**config.mk**
```make
export PLATFORM = sky130hd
export DESIGN_NAME = tdp_ram
export DESIGN_NICKNAME = d
export VERILOG_FILES = /design/src/rtl/tdp_ram_pkg.sv /design/src/rtl/tdp_ram_port.sv /design/src/rtl/tdp_ram.sv
export SDC_FILE = /design/constraint.sdc
export NUM_CORES = 1
export LEC_CHECK = 0
export CAP_MARGIN = 10
export CORE_ASPECT_RATIO = 1.5
export CORE_UTILIZATION = 60
export DETAILED_ROUTE_END_ITERATION = 8
export PLACE_DENSITY = 0.83
export SLEW_MARGIN = 20
export SYNTH_ARGS = -nofsm -noshare
export SYNTH_HDL_FRONTEND = slang
export SYNTH_SLANG_ARGS = --single-unit
```
**constraint.sdc**
```tcl
create_clock -name clk -period 4 [get_ports clk]
set_input_delay 1 -clock clk [delete_from_list [all_inputs] [get_ports clk]]
set_output_delay 1 -clock clk [all_outputs]
set_load 0.005 [all_outputs]
```
**src/rtl/tdp_ram_pkg.sv**
```systemverilog
// tdp_ram_pkg: shared types and constants for the tdp_ram true dual-port RAM.
//   tdp_state_t   : clear-sequencer state encoding (REARM is reserved, behaves as CLEAR)
//   READ_LAT_BASE : read latency of the RAM read register alone
//   PRIO_A        : 1 = port A wins a same-address write/write collision
package tdp_ram_pkg;

  typedef enum logic [1:0] {
    CLEAR = 2'b00,
    RUN   = 2'b01,
    REARM = 2'b10
  } tdp_state_t;

  localparam int unsigned READ_LAT_BASE = 1;

  localparam bit PRIO_A = 1'b1;

endpackage

```
**src/rtl/tdp_ram_port.sv**
```systemverilog
// tdp_ram_port: read-side pipeline for one tdp_ram port.
// Holds the RAM read register, the optional output stage (TDP_RAM_OUT_REG_EN)
// and rvalid generation. rdata and rvalid advance together; rdata holds
// whenever no new read reaches a stage.
//   clk, rst_n : clock, asynchronous active-low reset
//   rd_req     : accepted read request this cycle
//   rd_word    : current contents of the addressed word (read-first)
//   rdata      : read data output
//   rvalid     : one-cycle strobe, rdata carries new read data
module tdp_ram_port
  import tdp_ram_pkg::*;
#(
  parameter int unsigned DATA_W = 8
) (
  input  logic              clk,
  input  logic              rst_n,
  input  logic              rd_req,
  input  logic [DATA_W-1:0] rd_word,
  output logic [DATA_W-1:0] rdata,
  output logic              rvalid
);

`ifdef TDP_RAM_OUT_REG_EN
  localparam int unsigned STAGES = READ_LAT_BASE + 1;
`else
  localparam int unsigned STAGES = READ_LAT_BASE;
`endif

  logic [DATA_W-1:0] data_q [STAGES];
  logic [STAGES-1:0] valid_q;

  always_ff @(posedge clk or negedge rst_n) begin
    if (!rst_n) begin
      for (int unsigned i = 0; i < STAGES; i++) data_q[i] <= '0;
      valid_q <= '0;
    end else begin
      valid_q[0] <= rd_req;
      if (rd_req) data_q[0] <= rd_word;
      for (int unsigned i = 1; i < STAGES; i++) begin
        valid_q[i] <= valid_q[i-1];
        if (valid_q[i-1]) data_q[i] <= data_q[i-1];
      end
    end
  end

  assign rdata  = data_q[STAGES-1];
  assign rvalid = valid_q[STAGES-1];

endmodule

```
**src/rtl/tdp_ram.sv**
```systemverilog
// tdp_ram: parametrised true dual-port synchronous RAM with post-reset clear.
// After reset a sequencer writes CLEAR_VAL to every word (init_busy high,
// port requests dropped), then both ports run independently. Reads are
// read-first; on a same-address double write port A wins and wr_coll pulses.
// Optional macro TDP_RAM_OUT_REG_EN adds one output register stage per port.
//   clk, rst_n                 : clock, asynchronous active-low reset
//   init_busy                  : clear sequencer running
//   a_en/a_we/a_addr/a_wdata   : port A request
//   a_rdata/a_rvalid           : port A read data / strobe
//   b_*                        : same for port B
//   wr_coll                    : registered write/write collision strobe
module tdp_ram
  import tdp_ram_pkg::*;
#(
  parameter int unsigned       DATA_W    = 8,
  parameter int unsigned       ADDR_W    = 4,
  parameter logic [DATA_W-1:0] CLEAR_VAL = '0
) (
  input  logic              clk,
  input  logic              rst_n,
  output logic              init_busy,
  input  logic              a_en,
  input  logic              a_we,
  input  logic [ADDR_W-1:0] a_addr,
  input  logic [DATA_W-1:0] a_wdata,
  output logic [DATA_W-1:0] a_rdata,
  output logic              a_rvalid,
  input  logic              b_en,
  input  logic              b_we,
  input  logic [ADDR_W-1:0] b_addr,
  input  logic [DATA_W-1:0] b_wdata,
  output logic [DATA_W-1:0] b_rdata,
  output logic              b_rvalid,
  output logic              wr_coll
);

  localparam int unsigned       DEPTH     = 2**ADDR_W;
  localparam logic [ADDR_W-1:0] LAST_ADDR = '1;

  tdp_state_t        state, state_next;
  logic [ADDR_W-1:0] cnt, cnt_next;
  logic              clear_we;
  logic              run;

  logic [DATA_W-1:0] mem [DEPTH];

  logic a_wr, b_wr, coll, a_wr_ok, b_wr_ok;
  logic a_rd, b_rd;

  // Clear sequencer
  always_ff @(posedge clk or negedge rst_n) begin
    if (!rst_n) begin
      state <= CLEAR;
      cnt   <= '0;
    end else begin
      state <= state_next;
      cnt   <= cnt_next;
    end
  end

  always_comb begin
    state_next = state;
    cnt_next   = cnt;
    clear_we   = 1'b0;
    case (state)
      RUN: ;
      default: begin
        // CLEAR, and the reserved REARM encoding treated as CLEAR
        clear_we   = 1'b1;
        cnt_next   = cnt + 1'b1;
        state_next = (cnt == LAST_ADDR) ? RUN : CLEAR;
      end
    endcase
  end

  assign run       = (state == RUN);
  assign init_busy = ~run;

  // Write arbitration
  assign a_wr    = run & a_en & a_we;
  assign b_wr    = run & b_en & b_we;
  assign coll    = a_wr & b_wr & (a_addr == b_addr);
  assign a_wr_ok = a_wr & (PRIO_A | ~coll);
  assign b_wr_ok = b_wr & (~PRIO_A | ~coll);

  assign a_rd = run & a_en & ~a_we;
  assign b_rd = run & b_en & ~b_we;

  // Memory array: no reset, the clear sequencer initialises it
  always_ff @(posedge clk) begin
    if (clear_we) mem[cnt]    <= CLEAR_VAL;
    if (a_wr_ok)  mem[a_addr] <= a_wdata;
    if (b_wr_ok)  mem[b_addr] <= b_wdata;
  end

  always_ff @(posedge clk or negedge rst_n) begin
    if (!rst_n) wr_coll <= 1'b0;
    else        wr_coll <= coll;
  end

  // Reads sample the array before this edge's writes land, giving read-first
  tdp_ram_port #(.DATA_W(DATA_W)) u_port_a (
    .clk     (clk),
    .rst_n   (rst_n),
    .rd_req  (a_rd),
    .rd_word (mem[a_addr]),
    .rdata   (a_rdata),
    .rvalid  (a_rvalid)
  );

  tdp_ram_port #(.DATA_W(DATA_W)) u_port_b (
    .clk     (clk),
    .rst_n   (rst_n),
    .rd_req  (b_rd),
    .rd_word (mem[b_addr]),
    .rdata   (b_rdata),
    .rvalid  (b_rvalid)
  );

endmodule

```
# == Word level (Yosys, flattened, before mapping) ==
# Memories as Yosys holds them, arrays and structs flattened. A register that Yosys moved wholly into a read port is not among the register bits.
# Index checks and enable logic that the tools add are counted.
# totals
reg_bits,9
mem_bits_rw,128
in_bits,30
output_inout_bits,20
wordCells,35
n_memories,1
# mem_list
name,words,word_bits,read_ports,rd_ports_with_merged_regs,write_ports,line,text
mem,16,8,2,2,2,tdp_ram.sv:45,logic [DATA_W-1:0] mem [DEPTH];
# classes
addsub,1
eq_ne,3
n_mux,9
bitwise,13
reduce_logical,3
# op_table
op,count
$and A1 B1 Y1,9
$mux W8,1
$reduce_or A8 Y1,1
$mux W1,7
$add A4 B1 Y4 const B,1
$eq A4 B4 Y1,1
$eq A4 B4 Y1 const B,1
$mux W4,1
$not A1 Y1,4
$eq A2 B1 Y1 const B,1
$logic_not A1 Y1,2

# == Logic depth before layout (Yosys ltp) ==
# Gate-level depths: netlist of the first run.
# depth
depth_word,9
mapped_depth,8
depth_no_buf,4

# == By module ==
# A second synthesis of the first run with hierarchy kept.
# hier_totals
cells_unflattened,557
area_unflattened_um2,9026.2
# modules_own_cells
module,instances,cells_each,area_each_um2,seq_area_each_um2
tdp_ram,1,521,8313.0,3993.8
tdp_ram_port,2,18,356.6,225.2

# == Least setup slack after synthesis of the first run ==
# Ideal clock, no wire load.
# synth_path
path_kind,input to register
start,in a_en
end,mem mem[7][0] (enable)
setup_time_ns,0.384
arrival_ns,2.795
required_ns,3.616
setup_slack_ns,0.821
cell_stages,7
n_path_buf,3
cell_sequence,and3_1 > clkbuf_1 > buf_2 > buf_2 > and3_1 > a31oi_1 > o21ai_0
# synth_rtl
item,line,text
"start, declared",tdp_ram.sv:22,"input logic a_en,"
"end, declared",tdp_ram.sv:45,

==> run summary, run 1 <==
• **status** finished, final reports clean
• **number of buffers inserted by port buffering** 49
• **layout-stage area growth over the synthesis result** 15.08%
• **worst-margin pin slew** 1136 ps
• **path type of the worst min-delay path** flip-flop to flip-flop
• **number of standard cells in the final layout excluding fillers** 885
• **Site Rows** 54
• **biggest area contributors in the synthesized netlist** edfxtp_1 43%, mux2_2 18%, mux4_2 11%
• **source-to-sink clock delay at the later pin of the worst-skew pair** 430 ps
• **die footprint** 0.01550 mm²
• **total number of cells along the worst setup path** 6
• **worst reg2reg path depth** 5
• **minimum clock period after layout** 3284 ps
• **share of the yosys chip area belonging to registers** 49.38%
• **H-Tree Depth** 4
• **cell type of the slowest stage on the worst timing path** o21bai_1
• **CTS Hold Buffers Added** 0
• **hold violation count in the final report** 0
• **Critical Path, Cell by Cell** clkdlybuf4s50_1 > and3_1 > buf_4 > nor3b_1 > a21oi_1 > o21bai_1
• **buffers plus inverters on the worst setup path** 2
• **cells after synthesis** 622
• **number of antenna repair diodes** 0
• **clock-pin slew on the worst setup and hold paths** 70 ps
• **DRC violation count after routing** 0
• **Final ANT Viol Nets** 0
• **Worst Setup End Kind** flip-flop
• **sink count of the clock tree** 152
• **post-route fraction of the period consumed by the critical path** 82.10%
• **count of routing violations after the opening detailed-route iteration** 883
• **mean cell area of the mapped netlist** 14.47 µm²
• **Power Density** 363.4 mW/mm²
• **DPL Wire Length** 18.32 mm
• **Via-to-Cell Ratio** 7.105
• **area fraction of the dominant cell type after synthesis** 42.71%
• **clock tree from TritonCTS** yes
• **total I/O pin count** 50
• **Longest Clk Path Bufs** 2
• **Required @ worst endpoint** 4050 ps
• **kind of launch point of the worst setup path** input pin
• **RR Startpoint** state[0]$_DFFE_PN0N_
• **final sum of negative setup slack** 0 ps
• **Post-CTS Repair Setup Buffers** 0
• **initial antenna violation count** 1
• **Maximum Capacitance Violations** 0
• **net count after synthesis** 653
• **Crit Path Max Fanout** 9
• **Die H** 152 µm
• **largest net degree at the start of global routing** 36
• **Placed Cells incl. Taps** 853
• **routed via count** 6,288
• **fraction of final layout cells sized beyond drive strength 1** 42.09%
• **Mapped Area** 0.009000 mm²
• **cell accounting for the most synthesized area** edfxtp_1
• **origin of the worst setup path** a_en
• **RSZ-0062 raised after global routing** no
• **number of warnings printed during yosys synthesis** 0
• **number of flip-flops and latches in the synthesized netlist** 152
• **CTS root buffer** clkbuf_16
• **core box area** 0.01459 mm²
• **Slew Limit Fails** 0
• **most common library cells after synthesis** 147 x mux2_2, 128 x edfxtp_1, 45 x mux4_2
• **Congestion Overflow GR** 0
• **EDFF count, synth** 128
• **wire length of the first global-routing pass** 39.50 mm
• **drt total wl** 25.56 mm
• **total CTS buffers** 17
• **horizontal die dimension** 102 µm
• **slack of the worst reg-to-reg path** 1160 ps
• **R2R Path End** mem[1][7]$_DFFE_PP_
• **share of synthesized registers carrying an async set or reset** 15.79%
• **top cell family by delay on the critical path** compound AO/OA/AOI/OAI gates
• **upper clock frequency limit** 304.5 MHz
• **leakage power total** 4.001 nW
• **Max IR drop VDD** 0.0002242 V
• **Arrival @ worst endpoint** 3330 ps
• **first drt pass iteration count** 5
• **worst setup path category** input pin to flip-flop
• **maximum cell stage delay along the critical path** 950 ps
• **most common cell in the netlist** mux2_2
• **Core Util, Final** 70.97%
• **Nets** 707
• **Yosys cell types** 46
• **number of instances resized during post-cts repair** 0
• **via count of the first global-routing pass** 6,520
• **Placer Congestion** 0.9179
• **worst setup path end** mem[1][7]$_DFFE_PP_
• **clock skew after layout** 9.034 ps
• **Slew headroom** 24.14%
• **Main synth FF type** edfxtp_1
• **average wire length per cell after detail routing** 28.89 µm
• **Hold Path Cell Cnt** 2
• **Total Routing Usage GR** 35.48%
• **count of endpoints failing setup in the final report** 0
• **initial core utilization** 61.67%
## where the power goes
group	internal, mW	switching (mW)	total, mW
registers	1.74	0.0136	1.76
clock network	0.835	0.749	1.58
logic	0.197	0.226	0.424
total	2.77	0.989	3.76
## worst min-delay path by stage
stage                     slack (ps)                          start                            end
after floorplan                  470             cnt[2]$_DFFE_PN0N_           state[0]$_DFFE_PN0N_
after global placement           460  u_port_a.rdata[7]$_DFFE_PN0P_  u_port_a.rdata[7]$_DFFE_PN0P_
after detailed placement         500  u_port_a.rdata[7]$_DFFE_PN0P_  u_port_a.rdata[7]$_DFFE_PN0P_
after CTS                        510  u_port_a.rdata[7]$_DFFE_PN0P_  u_port_a.rdata[7]$_DFFE_PN0P_
after global routing             520  u_port_a.rdata[0]$_DFFE_PN0P_  u_port_a.rdata[0]$_DFFE_PN0P_
final                            500  u_port_a.rdata[7]$_DFFE_PN0P_  u_port_a.rdata[7]$_DFFE_PN0P_
## cell type report
cell class | instances | area (µm²)
Clock inverter | 15 | 150.1
Tap cell | 196 | 245.2
Fill cell | 975 | 4237
Multi-Input combinational cell | 411 | 4307
Timing Repair Buffer | 88 | 763.2
Sequential cell | 152 | 4444
Inverter | 6 | 22.52
Clock buffer | 17 | 425.4
## metrics by stage
step	power, mW	hold slack (ps)	setup slack (ps)	area, µm²
5_1_grt	3.849	522.5	667.2	10360
3_5_place_dp	2.204	496.8	365.1	9779
2_1_floorplan	2.039	467.2	821.0	9000
6_report	3.764	498.3	716.0	10360
3_3_place_gp	2.190	462.0	311.9	9772
4_1_cts	3.750	511.3	791.8	10350
## layer usage
layer / GRT usage [%] / share of wire (%) / up-vias
met1: 45.08 / 35 / 3078
li1: - / - / 2601
met2: 56.38 / 49 / 487
met4: 19.12 / 5.9 / 0
met5: 0 / 0 / -
met3: 7.406 / 9.7 / 122
## cell usage in the layout (no fill, tap or decap), types with 3 or more instances in the layout
cell type,n
and3_1,5
nand3_1,14
o21bai_2,4
mux2_2,147
inv_1,6
clkdlybuf4s50_1,45
mux2i_1,41
nor2_1,15
buf_4,39
and2_0,8
nor3_1,17
a21oi_2,9
clkbuf_16,17
dfrtp_1,24
xnor2_1,3
buf_2,4
a21oi_1,10
a31oi_1,5
a32oi_1,4
o22ai_1,13
edfxtp_1,128
o21ai_0,5
o21bai_1,6
a211oi_1,5
mux4_2,45
a221o_1,7
nor2b_1,6
xor2_1,4
o21ai_4,4
inv_6,7
inv_8,5
nand3b_1,3
nand2_1,9
## worst register-to-register path, cell delays in order, from the launching register on
cell and delay (ps):
dfrtp_1 510, and3_1 280, buf_4 190, nor3b_1 290, a21oi_1 230, o21bai_1 950
## flip-flops by register name, indices dropped and copies added (netlist names)
name	cells
mem	128
u_port_a.rdata	8
u_port_b.rdata	8
cnt	4
state	1
u_port_a.rvalid	1
u_port_b.rvalid	1
wr_coll	1
## logic make-up after synthesis
group,after synthesis,synth area share (%)
XOR/XNOR,7,0.6812
AO/OA/AOI/OAI,79,7.160
multiplexers,233,34.21
adder cells (fa/ha/maj),1,0.1390
buffers and inverters,59,2.933
AND/OR/NAND/NOR,91,5.491
flip-flops,152,49.38
(Power assumes the default switching activity.)
==> run 2: changes to the inputs <==
- CORE_UTILIZATION: 60 -> 55
- PLACE_DENSITY: 0.83 -> 0.8
- clock period: 4 -> 2.65 ns (I/O delays scaled with it)
==> run summary, run 2 (synthesized netlist as in run 1, its figures left out) <==
• **sink count of the clock tree** 152, unchanged
• **Longest Clk Path Bufs** 2, unchanged
• **routed via count** 6,744, was 6,288
• **upper clock frequency limit** 406.5 MHz
• **met3 Resource Use GR** 8.023%, was 7.406%
• **Post-CTS Repair Setup Buffers** 0, unchanged
• **leakage power total** 4.431 nW, was 4.001 nW
• **Max IR drop VDD** 0.0005142 V, was 0.0002242 V
• **RR Startpoint** state[0]$_DFFE_PN0N_, unchanged
• **count of routing violations after the opening detailed-route iteration** 973, was 883
• **path type of the worst min-delay path** flip-flop to flip-flop, unchanged
• **die footprint** 0.01689 mm², was 0.01550 mm²
• **Via-to-Cell Ratio** 7.054, was 7.105
• **drt total wl** 27.63 mm, was 25.56 mm
• **most frequent standard cell in the layout excluding fill and tap cells** mux2_2, unchanged
• **Arrival @ worst endpoint** 2630 ps, was 3330 ps
• **Congestion Overflow GR** 0, unchanged
• **Crit Path Max Fanout** 9, unchanged
• **Nets** 770, was 707
• **power consumption** 5.723 mW, was 3.764 mW
• **Post-DP Area** 0.01057 mm², was 0.009779 mm²
• **final sum of negative setup slack** 0 ps, unchanged
• **DPL Wire Length** 19.74 mm, was 18.32 mm
• **initial core utilization** 56.83%, was 61.67%
• **status** finished, final reports clean, unchanged
• **number of buffers inserted by port buffering** 49, unchanged
• **commonest cells after routing, fill and taps aside** 147 x mux2_2, 128 x edfxtp_1, 76 x buf_4, 45 x mux4_2, was 147 x mux2_2, 128 x edfxtp_1, 45 x mux4_2, 45 x clkdlybuf4s50_1, 41 x mux2i_1
• **met1 layer usage reported by global route** 41.10%, was 45.08%
• **Slew Limit Fails** 0, unchanged
• **min-delay src** u_port_a.rdata[7]$_DFFE_PN0P_, unchanged
• **Power Density** 511.7 mW/mm², was 363.4 mW/mm²
• **horizontal die dimension** 106.4 µm, was 102 µm
• **number of flip-flops in the largest register** 128, unchanged
• **first drt pass iteration count** 5, unchanged
• **DRC violation count after routing** 0, unchanged
• **RSZ-0062 raised after global routing** no, unchanged
• **clock skew after layout** 7.799 ps, was 9.034 ps
• **Required @ worst endpoint** 2820 ps, was 4050 ps
• **source-to-sink clock delay at the later pin of the worst-skew pair** 430 ps, about the same
• **post-route fraction of the period consumed by the critical path** 92.82%
• **via count of the first global-routing pass** 6,842, was 6,520
• **total CTS buffers** 17, unchanged
• **Filler Cell Count** 1,031, was 975
• **worst-margin pin slew** 722.0 ps, was 1136 ps
• **clock-pin slew on the worst setup and hold paths** 60 ps, was 70 ps
• **CTS root buffer** clkbuf_16, unchanged
• **Placer Congestion** 0.9995, was 0.9179
• **count of endpoints failing setup in the final report** 0, unchanged
• **kind of launch point of the worst setup path** input pin, unchanged
• **global routing's busiest layer** met2, unchanged
• **Total Routing Usage GR** 34.47%, was 35.48%
• **H-Tree Depth** 4, unchanged
• **largest net degree at the start of global routing** 35, was 36
• **initial antenna violation count** 0, was 1
• **core box area** 0.01584 mm², was 0.01459 mm²
• **fraction of final layout cells sized beyond drive strength 1** 46.68%, was 42.09%
• **clock tree from TritonCTS** yes, unchanged
• **Worst Setup End Kind** flip-flop, unchanged
• **Slew headroom** 51.71%, was 24.14%
• **post-route cell area** 0.01118 mm², was 0.01036 mm²
• **worst setup path category** input pin to flip-flop, unchanged
• **origin of the worst setup path** a_we, was a_en
• **Final ANT Viol Nets** 0, unchanged
• **sequential cell area** 0.004444 mm², unchanged
• **hold violation count in the final report** 0, unchanged
• **Die H** 158.7 µm, was 152 µm
• **wire length of the first global-routing pass** 41.79 mm, was 39.50 mm
• **Multi-input gate area** 0.004327 mm², was 0.004307 mm²
• **Site Rows** 56, was 54
• **Global Route met2 Usage** 56.68%, was 56.38%
• **Maximum Capacitance Violations** 0, unchanged
• **minimum clock period after layout** 2460 ps
• **Top reg by flops** mem, unchanged
• **total I/O pin count** 50, unchanged
• **average wire length per cell after detail routing** 28.90 µm, was 28.89 µm
• **layout-stage area growth over the synthesis result** 24.26%, was 15.08%
==> run 2: cell count changes in the layout (fill, tap and decap cells not counted), moves of 3 or more <==
cell,previous run,this run
o21bai_1,6,10
xor2_1,4,1
xor2_2,0,3
o21bai_2,4,0
inv_8,5,2
buf_4,39,76
dlymetal6s2s_1,0,5
clkdlybuf4s50_1,45,41
buf_12,0,25
inv_6,7,4
==> run 2: worst paths after layout <==
kind / cells past startpoint / slack (ps) / to
max: 6 / 190 / mem[6][7]$_DFFE_PP_
min: 2 / 470 / u_port_a.rdata[7]$_DFFE_PN0P_
max reg2reg: 5 / 260 / mem[6][7]$_DFFE_PP_
min reg2reg: 2 / 470 / u_port_a.rdata[7]$_DFFE_PN0P_
max in group asynchronous: 2 / 1810 / u_port_a.rdata[7]$_DFFE_PN0P_
min in group asynchronous: 2 / 600 / cnt[1]$_DFFE_PN0N_
==> run 2: final cells by class <==
cell class / instances / area share (%)
Inverter: 6 / 0.2014
Timing Repair Buffer: 151 / 14.04
Antenna cell: 1 / 0.02238
Clock buffer: 20 / 4.084
Multi-Input combinational cell: 411 / 38.69
Sequential cell: 152 / 39.74
Tap cell: 203 / 2.271
Clock inverter: 12 / 0.9510
==> run 2: through the flow <==
stage	hold WS [ps]	instances	util (%)	setup WS (ps)
after global placement	468.9	923	66.73	-496.4
final	474.3	956	70.62	190.2
after global routing	509.1	955	70.61	123.7
after CTS	481.4	955	70.39	6.675
after floorplan	366.9	622	-	-191.5
after detailed placement	468.1	923	66.73	-509.4
==> run 2: worst max-delay path: stages <==
cell             delay [ps]
clkdlybuf4s50_1         440
and3_1                  190
buf_4                   200
a2111oi_4               480
buf_4                   290
mux2_2                  360
==> run 2: what timing repair did <==
| item | in CTS | in global routing |
|---|---|---|
| resized for setup | 4 | 9 |
| hold buffers | 0 | 0 |
| setup endpoints to repair | 48 | 45 |
==> run 2: metal layers <==
| metal | vias up | routed length (µm) |
|---|---|---|
| met2 | 523 | 13270 |
| met4 | 0 | 1828 |
| met3 | 146 | 2766 |
| met1 | 3343 | 9769 |
| met5 | - | 0 |
| li1 | 2732 | - |
==> run 2: power breakdown <==
| part | switching (mW) | internal, mW | total [mW] |
|---|---|---|---|
| Clock | 1.06 | 1.28 | 2.34 |
| Sequential | 0.0217 | 2.63 | 2.65 |
| Combinational | 0.369 | 0.361 | 0.730 |
==> RTL change 1: new RTL, flow settings as in run 2 <==
`DATA_W` is set to 8 in 2 places; all go to 6.
--- a/src/rtl/tdp_ram_port.sv
+++ b/src/rtl/tdp_ram_port.sv
@@ -12,3 +12,3 @@
 #(
-  parameter int unsigned DATA_W = 8
+  parameter int unsigned DATA_W = 6
 ) (
--- a/src/rtl/tdp_ram.sv
+++ b/src/rtl/tdp_ram.sv
@@ -14,3 +14,3 @@
 #(
-  parameter int unsigned       DATA_W    = 8,
+  parameter int unsigned       DATA_W    = 6,
   parameter int unsigned       ADDR_W    = 4,
Interface: changed (resized a_rdata, a_wdata, b_rdata and b_wdata); port bits go from 50 to 42. The function was not compared with the original's and may differ.
==> RTL change 1 against run 2 <==
Final cell count fell by 21%; count of clock-buffer cells in the layout is 1 lower; die area fell by 22%; design area fell by 22%; sequential share of layout area fell by 0.95 points; sequential cell count decreased by 36; setup slack lost 0.19 ns; total power decreased by 11%; non-clock buffer count shrank 33; utilization decreased by 0.56 points; routed wire length is 20% lower; area after synthesis fell by 23%; hold slack lost 0.00081 ns.
==> RTL change 1: results (changes against run 2) <==
[place]
dpl.cell_count = 726  ; -21%
postPlaceCellArea_mm2 = 0.00808  ; -24%
place_congestion = 0.962  ; -3.8%

[setup_path]
cp.arrival_ns = 2.83  ; +0.20 ns
slowest_stage = xnor2_1
critPathTopFamily = XOR/XNOR gates

[sta]
fin_skew_ns = 0.0154  ; +0.00756 ns

[route]
drtIter0Drc = 455  ; -53%
vias_per_cell = 6.87  ; -2.5%
route.met3.wl_mm = 1.85  ; -33%
wl_per_cell_um = 29.2  ; +1.1%

[yosys]
synth_cell_types = 45  ; -2.2%
synthMuxAreaShare = 0.322  ; -0.0198
synthAdderAreaFrac = 0.00179  ; +0.000404
synth_area_leaders = edfxtp_1 (41%), mux2_2 (16%), mux4_2 (11%), dfrtp_1 (7.2%), mux2i_1 (4.5%)
synth_nets = 519  ; -21%
syn_inst = 492  ; -21%
synthTopCellsByCount = mux2_2 (102), edfxtp_1 (96), mux4_2 (35), mux2i_1 (31), clkbuf_1 (24)

[layout]
nets = 616  ; -20%
fill_cells = 819  ; -21%
final_util = 0.701  ; -0.00562
largest_reg_flops = 96  ; -25%

[grt]
grtUsageMet1 = 0.406  ; -0.00494
grt_usage = 0.363  ; +0.0186
grt_start_max_net_pins = 27  ; -23%
grtUsageMet2 = 0.604  ; +0.0371

[pwr]
vdd_ir_drop_max_v = 0.000422  ; -18%
powerDensity_mw_per_mm2 = 584  ; +14%
swShare = 0.234  ; -0.0198

[outcome]
outcome = finished, final reports clean

[RTL change 1: cell count changes after synthesis, moves of 5 or more]
cell	run 2	this run
nor3_1	17	5
edfxtp_1	128	96
a22oi_1	1	8
mux4_2	45	35
a211oi_1	5	0
mux2_2	147	102
clkbuf_1	31	24
buf_2	16	10
mux2i_1	41	31
nor2_1	15	23
a21oi_1	10	5
[RTL change 1: area by class of cell]
| class | instances | share of cell area |
|---|---|---|
| Inverter | 6 | 0.00258 |
| Multi-Input combinational cell | 330 | 0.389 |
| Clock inverter | 13 | 0.0207 |
| Tap cell | 156 | 0.0224 |
| Sequential cell | 116 | 0.388 |
| Clock buffer | 19 | 0.0519 |
| Timing Repair Buffer | 118 | 0.126 |
[RTL change 1: worst paths after layout]
path                                                 end  slack [ns]  cells after the start                          start
max                                  mem[3][0]$_DFFE_PP_       0.003                      5                      b_addr[3]
min in group asynchronous             cnt[1]$_DFFE_PN0N_        0.58                      2                          rst_n
min                        u_port_a.rdata[4]$_DFFE_PN0P_        0.47                      2  u_port_a.rdata[4]$_DFFE_PN0P_
max reg2reg                          mem[3][0]$_DFFE_PP_        0.38                      6           state[0]$_DFFE_PN0N_
max in group asynchronous              wr_coll$_DFF_PN0_        1.82                      2                          rst_n
min reg2reg                u_port_a.rdata[4]$_DFFE_PN0P_        0.47                      2  u_port_a.rdata[4]$_DFFE_PN0P_
[RTL change 1: cell families (layout without fill, tap and decap cells)]
group,Yosys count,after routing
AOI/OAI and AO/OA,69,69
xor gates and xnor gates,8,8
adders and majority gates,1,1
buffers and inverters,46,156
DFF,116,116
muxes,168,168
and+or+nand+nor,84,84
[RTL change 1: what timing repair did]
action,4_1_cts,5_1_grt
hold endpoints to repair,0,0
gates resized for setup,0,1
setup endpoints to repair,0,49
==> RTL change 2: new RTL, settings of run 2 <==
Without the edit above. Add an input register stage for `a_we`, without a reset; this delays it by one clock. The other inputs are not delayed to match.
--- a/src/rtl/tdp_ram.sv
+++ b/src/rtl/tdp_ram.sv
@@ -38,2 +38,8 @@
   localparam logic [ADDR_W-1:0] LAST_ADDR = '1;
+
+  logic a_we_q;
+
+  always_ff @(posedge clk) begin
+    a_we_q <= a_we;
+  end
 
@@ -79,3 +85,3 @@
   // Write arbitration
-  assign a_wr    = run & a_en & a_we;
+  assign a_wr    = run & a_en & a_we_q;
   assign b_wr    = run & b_en & b_we;
@@ -85,3 +91,3 @@
 
-  assign a_rd = run & a_en & ~a_we;
+  assign a_rd = run & a_en & ~a_we_q;
   assign b_rd = run & b_en & ~b_we;
Function: no difference found for any inputs over 10 cycles, from zero or initial values and one cycle with rst_n low; that may be too few to reach the edited logic, so the function may still have changed.
==> RTL change 2 against run 2 <==
Setup slack got worse by 0.16 ns; area after synthesis about the same; global-route usage about the same; total power increased by 1.2%; register-to-register slack got worse by 0.09 ns; routed wire length increased by 0.33%; design area decreased by 2.1%; sequential cell count increased by 1; synthesized cell count increased by 1.3%; non-clock buffer count decreased by 13; the flow now finishes with violations (DRC).
==> RTL change 2: results (changes against run 2) <==
[outcome]
outcome = finished with violations
violations = DRC

[setup_path]
slowest_delay_ns = 0.55  ; +0.07 ns
cp.arrival_ns = 2.80  ; +0.17 ns
ff2ff_path_depth = 3  ; -2

[place]
pre_cts_ws_ns = -0.471  ; +0.0382 ns
dpl.hpwl_mm = 18.7  ; -5.1%

[grt]
grtUsageMet1 = 0.411  ; about the same
grt_util_met3 = 0.0667  ; -0.0135
grt_start_max_net_pins = 37  ; +5.7%
grt_pass1_vias = 6915  ; +1.1%
grtUsageMet2 = 0.571  ; +0.00464

[route]
vias_per_cell = 7.09  ; +0.49%
wl_per_cell_um = 29.3  ; +1.3%
route.met3.wl_mm = 2.85  ; +3.1%
dr.pass1.iters = 9  ; +4
wl_met1_mm = 9.28  ; -5.0%
drtIter0Drc = 733  ; -25%
drc = 2  ; +2

[cts]
cts_resized = 1  ; -3

[yosys]
synth_async_sr_flop_share = 0.157  ; -0.00103
synth_nets = 661  ; +1.2%

[pwr]
vdd_ir_drop_max_v = 0.000445  ; -14%
clock_power_share = 0.415  ; +0.006

[layout]
nets = 762  ; -1.0%
fill_cells = 1055  ; +2.3%
multiInputGateArea_mm2 = 0.00428  ; -0.98%
seq_area_mm2 = 0.00446  ; +0.45%

[sta]
fin_skew_ns = 0.0140  ; +0.00622 ns
max_slew_margin = 0.461  ; -0.0559

-- RTL change 2: cell count changes after synthesis, moves of 5 or more --
cell	change
o221ai_1	+5
a21oi_1	-10
a211oi_1	-5
mux2i_1	+17
mux2_2	-18
nand2_1	+9
a221o_1	-7
nor3_1	-9
a2bb2oi_1	+6
a31oi_1	+8
-- RTL change 2: final timing paths --
path,start,end,slack [ns]
max in group asynchronous,rst_n,u_port_b.rdata[0]$_DFFE_PN0P_,1.75
max reg2reg,state[0]$_DFFE_PN0N_,mem[14][3]$_DFFE_PP_,0.17
min in group asynchronous,rst_n,state[0]$_DFFE_PN0N_,0.61
min reg2reg,u_port_a.rdata[7]$_DFFE_PN0P_,u_port_a.rdata[7]$_DFFE_PN0P_,0.49
min,u_port_a.rdata[7]$_DFFE_PN0P_,u_port_a.rdata[7]$_DFFE_PN0P_,0.49
max,a_addr[3],mem[7][3]$_DFFE_PP_,0.03
-- RTL change 2: cells by family (layout without fill, tap and decap cells) --
logic type,after synthesis,in the layout,synth area share
fa+ha+maj,1,1,0.00139
buf+inv,62,176,0.0310
xor+xnor,7,7,0.00681
compound gates,79,79,0.0747
flops,153,153,0.496
mux,232,232,0.335
simple gates,96,96,0.0552
-- RTL change 2: through the flow --
stage               instances  utilization  setup TNS [ns]
global placement          913        0.651          -58.67
finish                    947        0.691               0
detailed placement        913        0.651          -64.04
floorplan                 630            -           -1.74
global route              947        0.691               0
CTS                       945        0.688               0
-- RTL change 2: worst max-delay path: cells and delay by family --
kind                   cells  cell delay [ns]
multiplexers               1             0.34
XOR/XNOR                   1             0.19
AND/OR/NAND/NOR            1             0.55
AO/OA/AOI/OAI              1             0.25
buffers and inverters      3             0.80
